File: src/rtl/display_pkg.sv
// Shared constants for the multiplexed 7-segment display driver.
// Glyphs are stored active-low ({g,f,e,d,c,b,a}, bit 0 = a).
package display_pkg;

  localparam logic [6:0] SEG_OFF = 7'b1111111;

  localparam logic [6:0] GLYPH_0 = 7'b1000000;
  localparam logic [6:0] GLYPH_1 = 7'b1111001;
  localparam logic [6:0] GLYPH_2 = 7'b0100100;
  localparam logic [6:0] GLYPH_3 = 7'b0110000;
  localparam logic [6:0] GLYPH_4 = 7'b0011001;
  localparam logic [6:0] GLYPH_5 = 7'b0010010;
  localparam logic [6:0] GLYPH_6 = 7'b0000010;
  localparam logic [6:0] GLYPH_7 = 7'b1111000;
  localparam logic [6:0] GLYPH_8 = 7'b0000000;
  localparam logic [6:0] GLYPH_9 = 7'b0011000;
  localparam logic [6:0] GLYPH_A = 7'b0001000;
  localparam logic [6:0] GLYPH_B = 7'b0000011;
  localparam logic [6:0] GLYPH_C = 7'b0100111;
  localparam logic [6:0] GLYPH_D = 7'b0100001;
  localparam logic [6:0] GLYPH_E = 7'b0000100;
  localparam logic [6:0] GLYPH_F = 7'b0001110;

  // XOR mask turning an active-low segment pattern into the board polarity.
  function automatic logic [6:0] pol_mask(input int active_low);
    if (active_low != 0) begin
      return 7'b0000000;
    end else begin
      return 7'b1111111;
    end
  endfunction

endpackage

File: src/rtl/display_mux_n_hex7seg.sv
// Nibble to 7-segment glyph decoder; output is always active-low,
// polarity is applied by the caller.
module hex7seg
  import display_pkg::*;
(
  input  logic [3:0] nib,
  output logic [6:0] seg
);

  // glyph lookup
  always_comb begin
    seg = SEG_OFF;
    case (nib)
      4'h0:    seg = GLYPH_0;
      4'h1:    seg = GLYPH_1;
      4'h2:    seg = GLYPH_2;
      4'h3:    seg = GLYPH_3;
      4'h4:    seg = GLYPH_4;
      4'h5:    seg = GLYPH_5;
      4'h6:    seg = GLYPH_6;
      4'h7:    seg = GLYPH_7;
      4'h8:    seg = GLYPH_8;
      4'h9:    seg = GLYPH_9;
      4'hA:    seg = GLYPH_A;
      4'hB:    seg = GLYPH_B;
      4'hC:    seg = GLYPH_C;
      4'hD:    seg = GLYPH_D;
      4'hE:    seg = GLYPH_E;
      4'hF:    seg = GLYPH_F;
      default: seg = SEG_OFF;
    endcase
  end

endmodule

File: src/rtl/display_mux_n.sv
// Time-multiplexed DIGITS-digit hex display driver with per-digit dp,
// leading-zero blanking, PWM brightness and frame-aligned double buffering.
module display_mux_n
  import display_pkg::*;
#(
  parameter int DIGITS     = 4,
  parameter int DIV_W      = 16,
  parameter int BR_W       = 3,
  parameter int ACTIVE_LOW = 1
) (
  input  logic                  clk,
  input  logic                  rst,
  input  logic [4*DIGITS-1:0]   num,
  input  logic [DIGITS-1:0]     dp_in,
  input  logic                  load,
  input  logic                  lz_en,
  input  logic [BR_W-1:0]       bright,
  output logic [6:0]            SSeg,
  output logic                  dp,
  output logic [DIGITS-1:0]     an,
  output logic                  frame_done,
  output logic                  pending
);

  localparam int               IDX_W    = (DIGITS > 1) ? $clog2(DIGITS) : 1;
  localparam logic [IDX_W-1:0] LAST_IDX = IDX_W'(DIGITS - 1);
  localparam logic [6:0]       POL      = pol_mask(ACTIVE_LOW);
  localparam logic             INV      = (ACTIVE_LOW != 0);

  logic [DIV_W-1:0]    pre_r;
  logic [IDX_W-1:0]    idx_r;
  logic [4*DIGITS-1:0] act_num_r;
  logic [DIGITS-1:0]   act_dp_r;
  logic [4*DIGITS-1:0] pend_num_r;
  logic [DIGITS-1:0]   pend_dp_r;
  logic                pending_r;
  logic                frame_done_r;
  logic [6:0]          sseg_r;
  logic                dp_r;
  logic [DIGITS-1:0]   an_r;

  logic                tick_s;
  logic                wrap_s;
  logic [DIGITS-1:0]   lz_mask_s;
  logic                zero_run_s;
  logic [3:0]          nib_s;
  logic [6:0]          glyph_s;
  logic                blank_s;
  logic                duty_s;
  logic [DIGITS-1:0]   an_on_s;

  assign tick_s = &pre_r;
  assign wrap_s = tick_s && (idx_r == LAST_IDX);

  // prescaler and digit index
  always_ff @(posedge clk) begin
    if (rst) begin
      pre_r <= '0;
      idx_r <= '0;
    end else begin
      pre_r <= pre_r + DIV_W'(1);
      if (wrap_s) begin
        idx_r <= '0;
      end else if (tick_s) begin
        idx_r <= idx_r + IDX_W'(1);
      end
    end
  end

  // double buffer: a load landing on the wrap bypasses the pending stage
  always_ff @(posedge clk) begin
    if (rst) begin
      act_num_r    <= '0;
      act_dp_r     <= '0;
      pend_num_r   <= '0;
      pend_dp_r    <= '0;
      pending_r    <= 1'b0;
      frame_done_r <= 1'b0;
    end else begin
      frame_done_r <= wrap_s;
      if (wrap_s) begin
        pending_r <= 1'b0;
        if (load) begin
          act_num_r <= num;
          act_dp_r  <= dp_in;
        end else if (pending_r) begin
          act_num_r <= pend_num_r;
          act_dp_r  <= pend_dp_r;
        end
      end else if (load) begin
        pend_num_r <= num;
        pend_dp_r  <= dp_in;
        pending_r  <= 1'b1;
      end
    end
  end

  // lz_mask_s[i] set when active nibbles i..DIGITS-1 are all zero (i > 0)
  always_comb begin
    lz_mask_s  = '0;
    zero_run_s = 1'b1;
    for (int i = DIGITS - 1; i > 0; i--) begin
      zero_run_s   = zero_run_s & (act_num_r[4*i +: 4] == 4'h0);
      lz_mask_s[i] = zero_run_s;
    end
  end

  assign nib_s   = act_num_r[{idx_r, 2'b00} +: 4];
  assign blank_s = lz_en & lz_mask_s[idx_r];
  assign duty_s  = (pre_r[DIV_W-1 -: BR_W] <= bright);

  // one-hot anode gated by the brightness window
  always_comb begin
    an_on_s = '0;
    if (duty_s) begin
      an_on_s[idx_r] = 1'b1;
    end else begin
      an_on_s = '0;
    end
  end

  hex7seg u_dec (
    .nib (nib_s),
    .seg (glyph_s)
  );

  // registered display outputs in board polarity
  always_ff @(posedge clk) begin
    if (rst) begin
      sseg_r <= SEG_OFF ^ POL;
      dp_r   <= INV;
      an_r   <= {DIGITS{INV}};
    end else begin
      sseg_r <= (blank_s ? SEG_OFF : glyph_s) ^ POL;
      dp_r   <= act_dp_r[idx_r] ^ INV;
      an_r   <= an_on_s ^ {DIGITS{INV}};
    end
  end

  assign SSeg       = sseg_r;
  assign dp         = dp_r;
  assign an         = an_r;
  assign frame_done = frame_done_r;
  assign pending    = pending_r;

endmodule

File: config.mk
export PLATFORM = sky130hd
export DESIGN_NAME = display_mux_n
export DESIGN_NICKNAME = d
export VERILOG_FILES = /design/src/rtl/display_pkg.sv /design/src/rtl/display_mux_n_hex7seg.sv /design/src/rtl/display_mux_n.sv
export SDC_FILE = /design/constraint.sdc
export NUM_CORES = 1
export LEC_CHECK = 0
export BUFFER_PORTS_ARGS = -buffer_cell sky130_fd_sc_hd__buf_2
export CAP_MARGIN = 40
export CELL_PAD_IN_SITES_DETAIL_PLACEMENT = 1
export CELL_PAD_IN_SITES_GLOBAL_PLACEMENT = 1
export CORE_UTILIZATION = 35
export CTS_BUF_LIST = sky130_fd_sc_hd__clkbuf_2 sky130_fd_sc_hd__clkbuf_4 sky130_fd_sc_hd__clkbuf_8
export DETAILED_ROUTE_END_ITERATION = 8
export PLACE_DENSITY = 0.67
export RECOVER_POWER = 25
export SLEW_MARGIN = 20
export SYNTH_ARGS = -nofsm -noshare
export SYNTH_HDL_FRONTEND = slang
export SYNTH_SLANG_ARGS = --single-unit
File: constraint.sdc
create_clock -name clk -period 5.4 [get_ports clk]
set_clock_uncertainty 0.15 [all_clocks]
set_input_delay 0.27 -clock clk [delete_from_list [all_inputs] [get_ports clk]]
set_output_delay 0.27 -clock clk [all_outputs]
set_load 0.01 [all_outputs]
* Word level (Yosys, flattened, before mapping)
Memories as Yosys holds them, arrays and structs flattened. A register that Yosys moved wholly into a read port is not among the register bits.
Index checks and enable logic that the tools add are counted.
** Storage, ports and cells
- Register bits :: 65
- Latch bits :: 0
- Bits in writable memories :: 0
- Bits in read-only memories :: 112
- Memories :: 1
** Cells by class
- Add/sub/neg operators :: 2
- $mul :: 0
- Div/mod/pow operators :: 0
- Order comparisons :: 3
- Equal/unequal tests :: 1
- Shift operators :: 1
- Muxes and demuxes :: 11
- Bitwise operators :: 6
- Reductions and logical operators :: 11
** Memories
- (name not given) :: depth 16, width 7, read ports 1, clocked after memory_dff 1, write ports 0, RTL line display_mux_n_hex7seg.sv:13 : case (nib)
** Operators by type and width (number)
- 16-bit 2-to-1 mux :: 2
- 16-bit by 1-bit adder with 16-bit output (second input constant) :: 1
- 16-bit AND reduction :: 1
- 16-bit by 5-bit indexed part select with 4-bit output :: 1
- 4-bit logical NOT :: 3
- 4-bit 2-to-1 mux :: 3
- 1-bit binary-select mux with 2-bit select :: 2
- 4-bit NOT :: 1
- 2-bit AND reduction :: 2
- 2-bit OR reduction :: 2
- 1-bit AND :: 3
- 3-bit <= comparator :: 1
- 2-bit by 3-bit less-than comparator with 1-bit output (second input constant) :: 1
- 1-bit 2-to-1 mux :: 3
- 2-bit by 1-bit adder with 2-bit output (second input constant) :: 1
- 1-bit demux with 2-bit select :: 1
- 2-bit equality test (second input constant) :: 1
- 2-bit by 1-bit >= comparator with 1-bit output (second input constant) :: 1
- 1-bit logical AND :: 2
- 1-bit NOT :: 2
- 2-bit nonzero test :: 1

* Logic depth before layout (Yosys ltp)
Gate-level depths: netlist of the first run.
- Depth after elaboration :: 7
- Gate-level depth with buffers :: 9
- Mapped depth without buffers :: 7

* Cells and area by module
From an unflattened synthesis of the first run, not the netlist that was laid out.
** Unflattened totals
- Cells, all modules :: 481
- Area total of the unflattened synthesis :: 4020.1 µm²
** By module, submodules not included
- display_mux_n :: times used 1, cells an instance 448, area an instance 3783.6 µm²
- hex7seg :: times used 1, cells an instance 33, area an instance 236.5 µm²

* Least setup slack after synthesis of the first run
OpenSTA, ideal clock, no wires.
- Kind :: flip-flop to flip-flop
- From :: reg idx_r[0]
- To :: reg sseg_r[3] (netlist: SSeg[3])
- Setup time :: 0.149 ns
- Arrival :: 2.010 ns
- Path slack :: 3.092 ns
- Cell stages (with the launch flop) :: 10
- Period minus slack after synthesis :: 2.308 ns
- Cell sequence :: dfxtp_1 -> buf_2 -> mux4_2 -> inv_1 -> ha_1 -> clkbuf_1 -> nand2_1 -> mux2i_1 -> a211oi_1 -> o211ai_1
** Between the ends
- Word-level cells in the longest chain between the ends :: 4
- Elaborated cells on any way between the ends :: 5
- Those cells by class :: 1 x shift; 2 x mux; 1 x bitwise; 1 x reduce/logical
** Ends and longest elaborated chain
- from (decl) :: RTL line display_mux_n.sv:31 : logic [IDX_W-1:0] idx_r;
- from (signal assigned) :: RTL line display_mux_n.sv:65 : idx_r <= idx_r + IDX_W'(1);
- 1-bit binary-select mux with 2-bit select :: RTL line display_mux_n.sv:109 : assign blank_s = lz_en & lz_mask_s[idx_r];
- 1-bit 2-to-1 mux (not written as such) :: RTL line display_mux_n.sv:109
- 1-bit AND :: RTL line display_mux_n.sv:109
- 2-bit OR reduction (no source line)
- to (decl) :: RTL line display_mux_n.sv:38 : logic [6:0] sseg_r;
Parallel ways exist; a longest one is shown, timed or not. The select of a mux whose other input is x is not followed.
A chain may end at the register's enable or synchronous reset.

* Worst setup path after layout of the first run
- From :: reg pre_r[0]
- To :: reg act_num_r[1]
** Between the ends
- Word-level cells in the longest chain between the ends :: 3
** Ends and longest elaborated chain
- from (decl) :: RTL line display_mux_n.sv:30 : logic [DIV_W-1:0] pre_r;
- from (signal assigned) :: RTL line display_mux_n.sv:61 : pre_r <= pre_r + DIV_W'(1);
- 16-bit AND reduction :: RTL line display_mux_n.sv:52 : assign tick_s = &pre_r;
- 1-bit logical AND :: RTL line display_mux_n.sv:53 : assign wrap_s = tick_s && (idx_r == LAST_IDX);
- 2-bit AND reduction (no source line)
- to (signal assigned) :: RTL line display_mux_n.sv:84 : act_num_r <= num;
- to (signal assigned) :: RTL line display_mux_n.sv:87 : act_num_r <= pend_num_r;
- to (decl) :: RTL line display_mux_n.sv:32 : logic [4*DIGITS-1:0] act_num_r;
Every way passes these cells.

==> results of run 1 <==
==> synth_stat cells, types with 3 or more instances <==
cell type,number
nand2_1,93
dfxtp_1,72
mux2i_1,44
mux2_2,22
nor2_1,17
clkbuf_1,15
nand3_1,15
ha_1,13
inv_1,8
xor2_1,7
a21oi_1,6
nor3_1,6
o21ai_0,6
mux4_2,5
nand4_1,5
o211ai_1,5
and3_1,4
xnor2_1,4
buf_1,3
or3_1,3
or4_1,3
==> kinds of logic after synthesis <==
family,Yosys count
AND/OR/NAND/NOR,158
flip-flops,72
multiplexers,71
buffers and inverters,31
AO/OA/AOI/OAI,23
adder cells (fa/ha/maj),13
XOR/XNOR,11
==> flip-flops by register name, summed over array words and instances (netlist names) <==
name and count:
act_num_r 16, pend_num_r 16, pre_r 16, SSeg 7, act_dp_r 4, an 4
pend_dp_r 4, idx_r 2, dp 1, frame_done 1, pending 1
==> report_power, final <==
part / switching (µW) / internal (µW) / total, µW / leakage [µW]
sequential: 7.39 / 545 / 552 / 0.000588
combinational: 42.9 / 35.2 / 78.1 / 0.000829
clock: 214 / 183 / 396 / 0.0000848
==> layout by cell type (no fill, tap or decap), types with 7 or more instances in the layout <==
master	Yosys	layout
clkbuf_8	0	10
clkbuf_1	15	14
xor2_1	7	7
nor2_1	17	17
nand3_1	15	15
inv_1	8	7
buf_2	1	26
nand2_1	93	93
dfxtp_1	72	72
mux2_2	22	22
mux2i_1	44	44
ha_1	13	13
==> worst max-delay path, delay by kind of cell (launching register included) <==
kind          cells  cell delay (ns)
fa+ha+maj         1             0.23
simple gates      3             1.36
mux               1             0.27
flops             1             0.39
==> metrics by stage <==
stage / worst slack, ns / cells / cell area, µm² / util
after floorplan: 3.09 / 379 / 3510 / -
after global placement: 3.02 / 531 / 3780 / 0.388
after detailed placement: 2.90 / 531 / 3780 / 0.388
after CTS: 2.89 / 547 / 3960 / 0.407
after global routing: 2.70 / 547 / 3940 / 0.405
final: 2.92 / 547 / 3940 / 0.405
==> per-layer routing <==
metal	up-vias	track usage
met5	-	0
met4	0	0.0571
met3	6	0.0451
met2	39	0.237
met1	1250	0.221
li1	1368	-
==> area by class of cell <==
| class | count | share of cell area |
|---|---|---|
| well taps | 133 | 0.0422 |
| inverters | 8 | 0.00762 |
| flip-flops and latches | 72 | 0.366 |
| repair buffers | 42 | 0.0502 |
| clock buffers | 11 | 0.0368 |
| clock inverters | 5 | 0.00826 |
| multi-input cells | 276 | 0.489 |
==> how the worst min path moves through the flow <==
stage	startpoint	endpoint	slack (ns)	cells past startpoint
global route	num[12]	pend_num_r[12]	0.003	3
floorplan	dp_in[0]	pend_dp_r[0]	0.26	2
CTS	dp_in[1]	pend_dp_r[1]	0.0002	3
global placement	pend_num_r[5]	pend_num_r[5]	0.29	2
detailed placement	pend_num_r[13]	pend_num_r[13]	0.30	2
finish	dp_in[1]	pend_dp_r[1]	0.02	3
==> impl_metrics.tcl, run 1 <==
set metrics [dict create \
    status "complete, no violations" \
    drt-vias-per-instance 4.87 \
    synth.mux.area_fraction 0.228 \
    drt_iter0_markers 56 \
    power_uw 1030 \
    totalWireLength_um 7670 \
    die_w_um 102 \
    die_h_um 102 \
    critPathKind "register to register" \
    slowest_delay_ns 0.77 \
    relSlewSlack 0.528 \
    overflow 0 \
    yosys.area_share.simple 0.205 \
    ys_seq_elements 72 \
    cts_resized 0 \
    clkSinkCount 72 \
    slew_viol_final 0 \
    crit_arrival_ns 2.60 \
    die_area_mm2 0.0104 \
    ios 41 \
    syn_avg_cell_area_um2 9.25 \
    synth-xor-area-share 0.0275 \
    peakVddDrop_mv 0.107 \
    maxCapViolCount 0 \
    syn_area_mm2 0.00351 \
    routedWlPerCell_um 14.0 \
    tightest_slew_ns 0.709 \
    met2_length_um 3300 \
    grt_max_degree 74 \
    ff_latch_area_mm2 0.00144 \
    place.gp.congestion 0.738 \
    multiInputGateArea_mm2 0.00193 \
    crit_end "act_num_r[1]" \
    worst_hold_path_type "primary input to register" \
    synth_edf_count 0 \
    synth_compound_area_frac 0.0414 \
    synthToLayoutAreaGrowth_pct 12.3 \
    crit_required_ns 5.53 \
    firstDrtPassIters 4 \
    crit_path_start "pre_r[0]" \
    netlist_instances 379 \
    path_cells "ha_1 > nand2_1 > nor4_2 > and4bb_2 > mux2i_1" \
    reg2reg_depth 5 \
    core_region_area_mm2 0.00973 \
    routed-wl-met3_um 283 \
    yosysUniqueCellTypes 38 \
    reg2reg_slack_ns 2.92 \
    synth_ff_type "dfxtp_1" \
    ant_nets 0 \
    critPathLaunchType "register" \
    synth_top_family_by_area "multiplexers" \
    power_density_mw_per_mm2 261 \
    cts_max_path_buffers 2 \
    m1WireLength_um 3990 \
    cts_buffers 9 \
    nets 449 \
    routed.top_layer "met4" \
    fin_tns_setup_ns 0 \
    max_freq_ghz 0.404 \
    cts.hold.buffers_added 0 \
    num_vias 2663 \
    insertion_delay_ns 0.35 \
    fin_crit_ns 2.48 \
    synth_fp_nets 419 \
    start_util 0.360 \
    reg2reg_from "pre_r[0]" \
    finalHoldViolCount 0 \
    grt_first_pass_wirelength_um 12800 \
    setup_viol 0 \
    synth_seq_area_share 0.411 \
    clk_pin_slew_ns 0.08 \
    nFillCells 1177 \
    grt.total_usage 0.160 \
    ys_async_sr_fraction 0 \
    hpwl_um 5420 \
    path_max_fanout 20 \
    antenna_found_initial 0 \
    ys_warn_count 0 \
    drcViolationCount 0 \
    netlist.area_leader.share 0.411 \
    post_cts_buffers 0 \
    p_leak_uw 0.00150 \
    period_share 0.458 \
    antennaDiodeCount 0 \
    fin_worst_hold_slack_ns 0.0163 \
    r2r-end "act_num_r[1]" \
    cts.root.buffer_cell "clkbuf_8" \
    drive_above_1_share 0.184 \
    cpMaxStageDelayCell "and4bb_2" \
    synthAdderAreaFrac 0.0464 \
    htree_levels 3 \
    numPortBuffers 40 \
    rsz0062_at_grt "no" \
    yosys-top-cells-area "dfxtp_1 (41%), mux2i_1 (13%), nand2_1 (10%)" \
    yosysTopAreaCell "dfxtp_1" \
    grt_pass1_vias 2684 \
    cts_tree "yes" \
    end_kind "register" \
    rows 36 \
]
Note: power is estimated with default switching activity, not from simulation.
==> inputs of run 2 (changes only) <==
==> constraint.sdc (replaced) <==
create_clock -name clk -period 2.35 [get_ports clk]
set_clock_uncertainty 0.15 [all_clocks]
set_input_delay 0.1175 -clock clk [delete_from_list [all_inputs] [get_ports clk]]
set_output_delay 0.1175 -clock clk [all_outputs]
set_load 0.01 [all_outputs]
==> run 2 against run 1 <==
Compared with the run above: clock power grew to 3.0 times the previous value; first-iteration DRC count grew 89%; sequential cell count is the same; largest cell class unchanged; largest power group unchanged; highest routed layer unchanged.
==> impl_metrics.tcl, run 2 (same netlist as run 1, synthesis figures left out) <==
set metrics [dict create \
    status "complete, no violations" \
    antenna_found_initial 0 \
    cpMaxStageDelayCell "dfxtp_1" \
    cts_max_path_buffers 2 \
    power_uw 2660 \
    numPortBuffers 40 \
    crit_required_ns 2.40 \
    critPathLaunchType "register" \
    clk_pin_slew_ns 0.08 \
    cts.root.buffer_cell "clkbuf_8" \
    worst_hold_path_type "primary input to register" \
    antennaDiodeCount 0 \
    overflow 0 \
    tightest_slew_ns 0.624 \
    slowest_delay_ns 0.53 \
    final_common_cell "nand2_1" \
    die_h_um 102 \
    reg2reg_depth 7 \
    final_cell_mix "nand2_1 (93), dfxtp_1 (71), mux2i_1 (44), buf_2 (26), mux2_2 (22)" \
    placed_cell_area_mm2 0.00385 \
    path_cells "mux4_2 > inv_1 > ha_1 > nand2_1 > mux2i_1 > a211oi_1 > o211ai_1" \
    period_share 0.926 \
    firstDrtPassIters 4 \
    placed_cells 535 \
    stdcell_area_mm2 0.00428 \
    finalHoldViolCount 0 \
    drive_above_1_share 0.189 \
    drt-vias-per-instance 4.87 \
    p_leak_uw 0.00167 \
    setup_viol 0 \
    grt.total_usage 0.164 \
    crit_path_start "idx_r[1]" \
    path_max_fanout 9 \
    place.gp.congestion 0.760 \
    grt_max_degree 95 \
    synthToLayoutAreaGrowth_pct 22.2 \
    relSlewSlack 0.582 \
    die_w_um 102 \
    ios 41 \
    start_util 0.360 \
    nets 475 \
    fin_tns_setup_ns 0 \
    power_density_mw_per_mm2 621 \
    fin_crit_ns 2.18 \
    htree_levels 3 \
    r2r-end "SSeg[3]" \
    hpwl_um 5310 \
    die_area_mm2 0.0104 \
    slew_viol_final 0 \
    reg2reg_from "idx_r[1]" \
    cts_buffers 9 \
    hold_path_depth 2 \
    whs_endpoint "pre_r[8]" \
    critPathKind "register to register" \
    ant_nets 0 \
    grt_pass1_vias 2737 \
    totalWireLength_um 7990 \
    peakVddDrop_mv 0.303 \
    reg2reg_slack_ns 0.17 \
    crit_arrival_ns 2.23 \
    hold_start "rst" \
    num_vias 2791 \
    drcViolationCount 0 \
    grt_first_pass_wirelength_um 13200 \
    core_region_area_mm2 0.00973 \
    max_freq_ghz 0.459 \
    final_cells 573 \
    drt_iter0_markers 106 \
    routedWlPerCell_um 13.9 \
    rsz0062_at_grt "no" \
    clkSinkCount 72 \
    cts_tree "yes" \
    maxCapViolCount 0 \
    insertion_delay_ns 0.35 \
    end_kind "register" \
    rows 36 \
    reg_top3 "act_num_r x16, pend_num_r x16, pre_r x16" \
]
[run 2: area by class of cell]
| class | instances | area [µm²] |
|---|---|---|
| fill | 1150 | 5450 |
| tap | 133 | 166 |
| clock inverter | 4 | 73.8 |
| timing repair buffer | 68 | 480 |
| sequential | 72 | 1440 |
| inverter | 8 | 30.0 |
| clock buffer | 12 | 165 |
| multi-input combinational | 276 | 1930 |
[run 2: worst max path at each step]
stage               slack (ns)  endpoint
floorplan                 0.04   SSeg[3]
global placement          0.21   SSeg[3]
detailed placement        0.11   SSeg[3]
CTS                       0.08   SSeg[3]
global route              0.03   SSeg[3]
finish                    0.17   SSeg[3]
[run 2: worst max-delay path: cells and delay by family (launching register included)]
family	cells	cell delay [ns]
adder cells (fa/ha/maj)	1	0.32
buffers and inverters	1	0.14
AND/OR/NAND/NOR	1	0.10
multiplexers	2	0.50
AO/OA/AOI/OAI	2	0.29
flip-flops	1	0.53
[run 2: repair_timing]
| action | in CTS | in global routing |
|---|---|---|
| gates resized for setup | 0 | 1 |
| setup endpoints to repair | 0 | 1 |
| hold buffers | 20 | 0 |
| setup buffers | 0 | 2 |
| hold endpoints to repair | 20 | 0 |
[run 2: per-layer routing]
metal / routed length (µm) / up-vias / GRT usage
met1: 4050 / 1330 / 0.220
met2: 3620 / 38 / 0.262
li1: - / 1412 / -
met5: 0 / - / 0
met4: 128 / 0 / 0.0626
met3: 181 / 11 / 0.0308
[run 2: metrics by stage]
step / hold WS, ns / setup WS, ns / utilization
after floorplan: 0.110 / 0.0415 / -
after global placement: 0.224 / 0.210 / 0.395
after detailed placement: 0.234 / 0.107 / 0.395
after CTS: 0.0186 / 0.0836 / 0.440
after global routing: 0.0426 / 0.0317 / 0.440
final: 0.0311 / 0.173 / 0.440
[run 2: power by group]
part           total, µW  switching (µW)  internal (µW)
clock network       1180             490            688
logic                211             104            107
registers           1270            17.3           1250
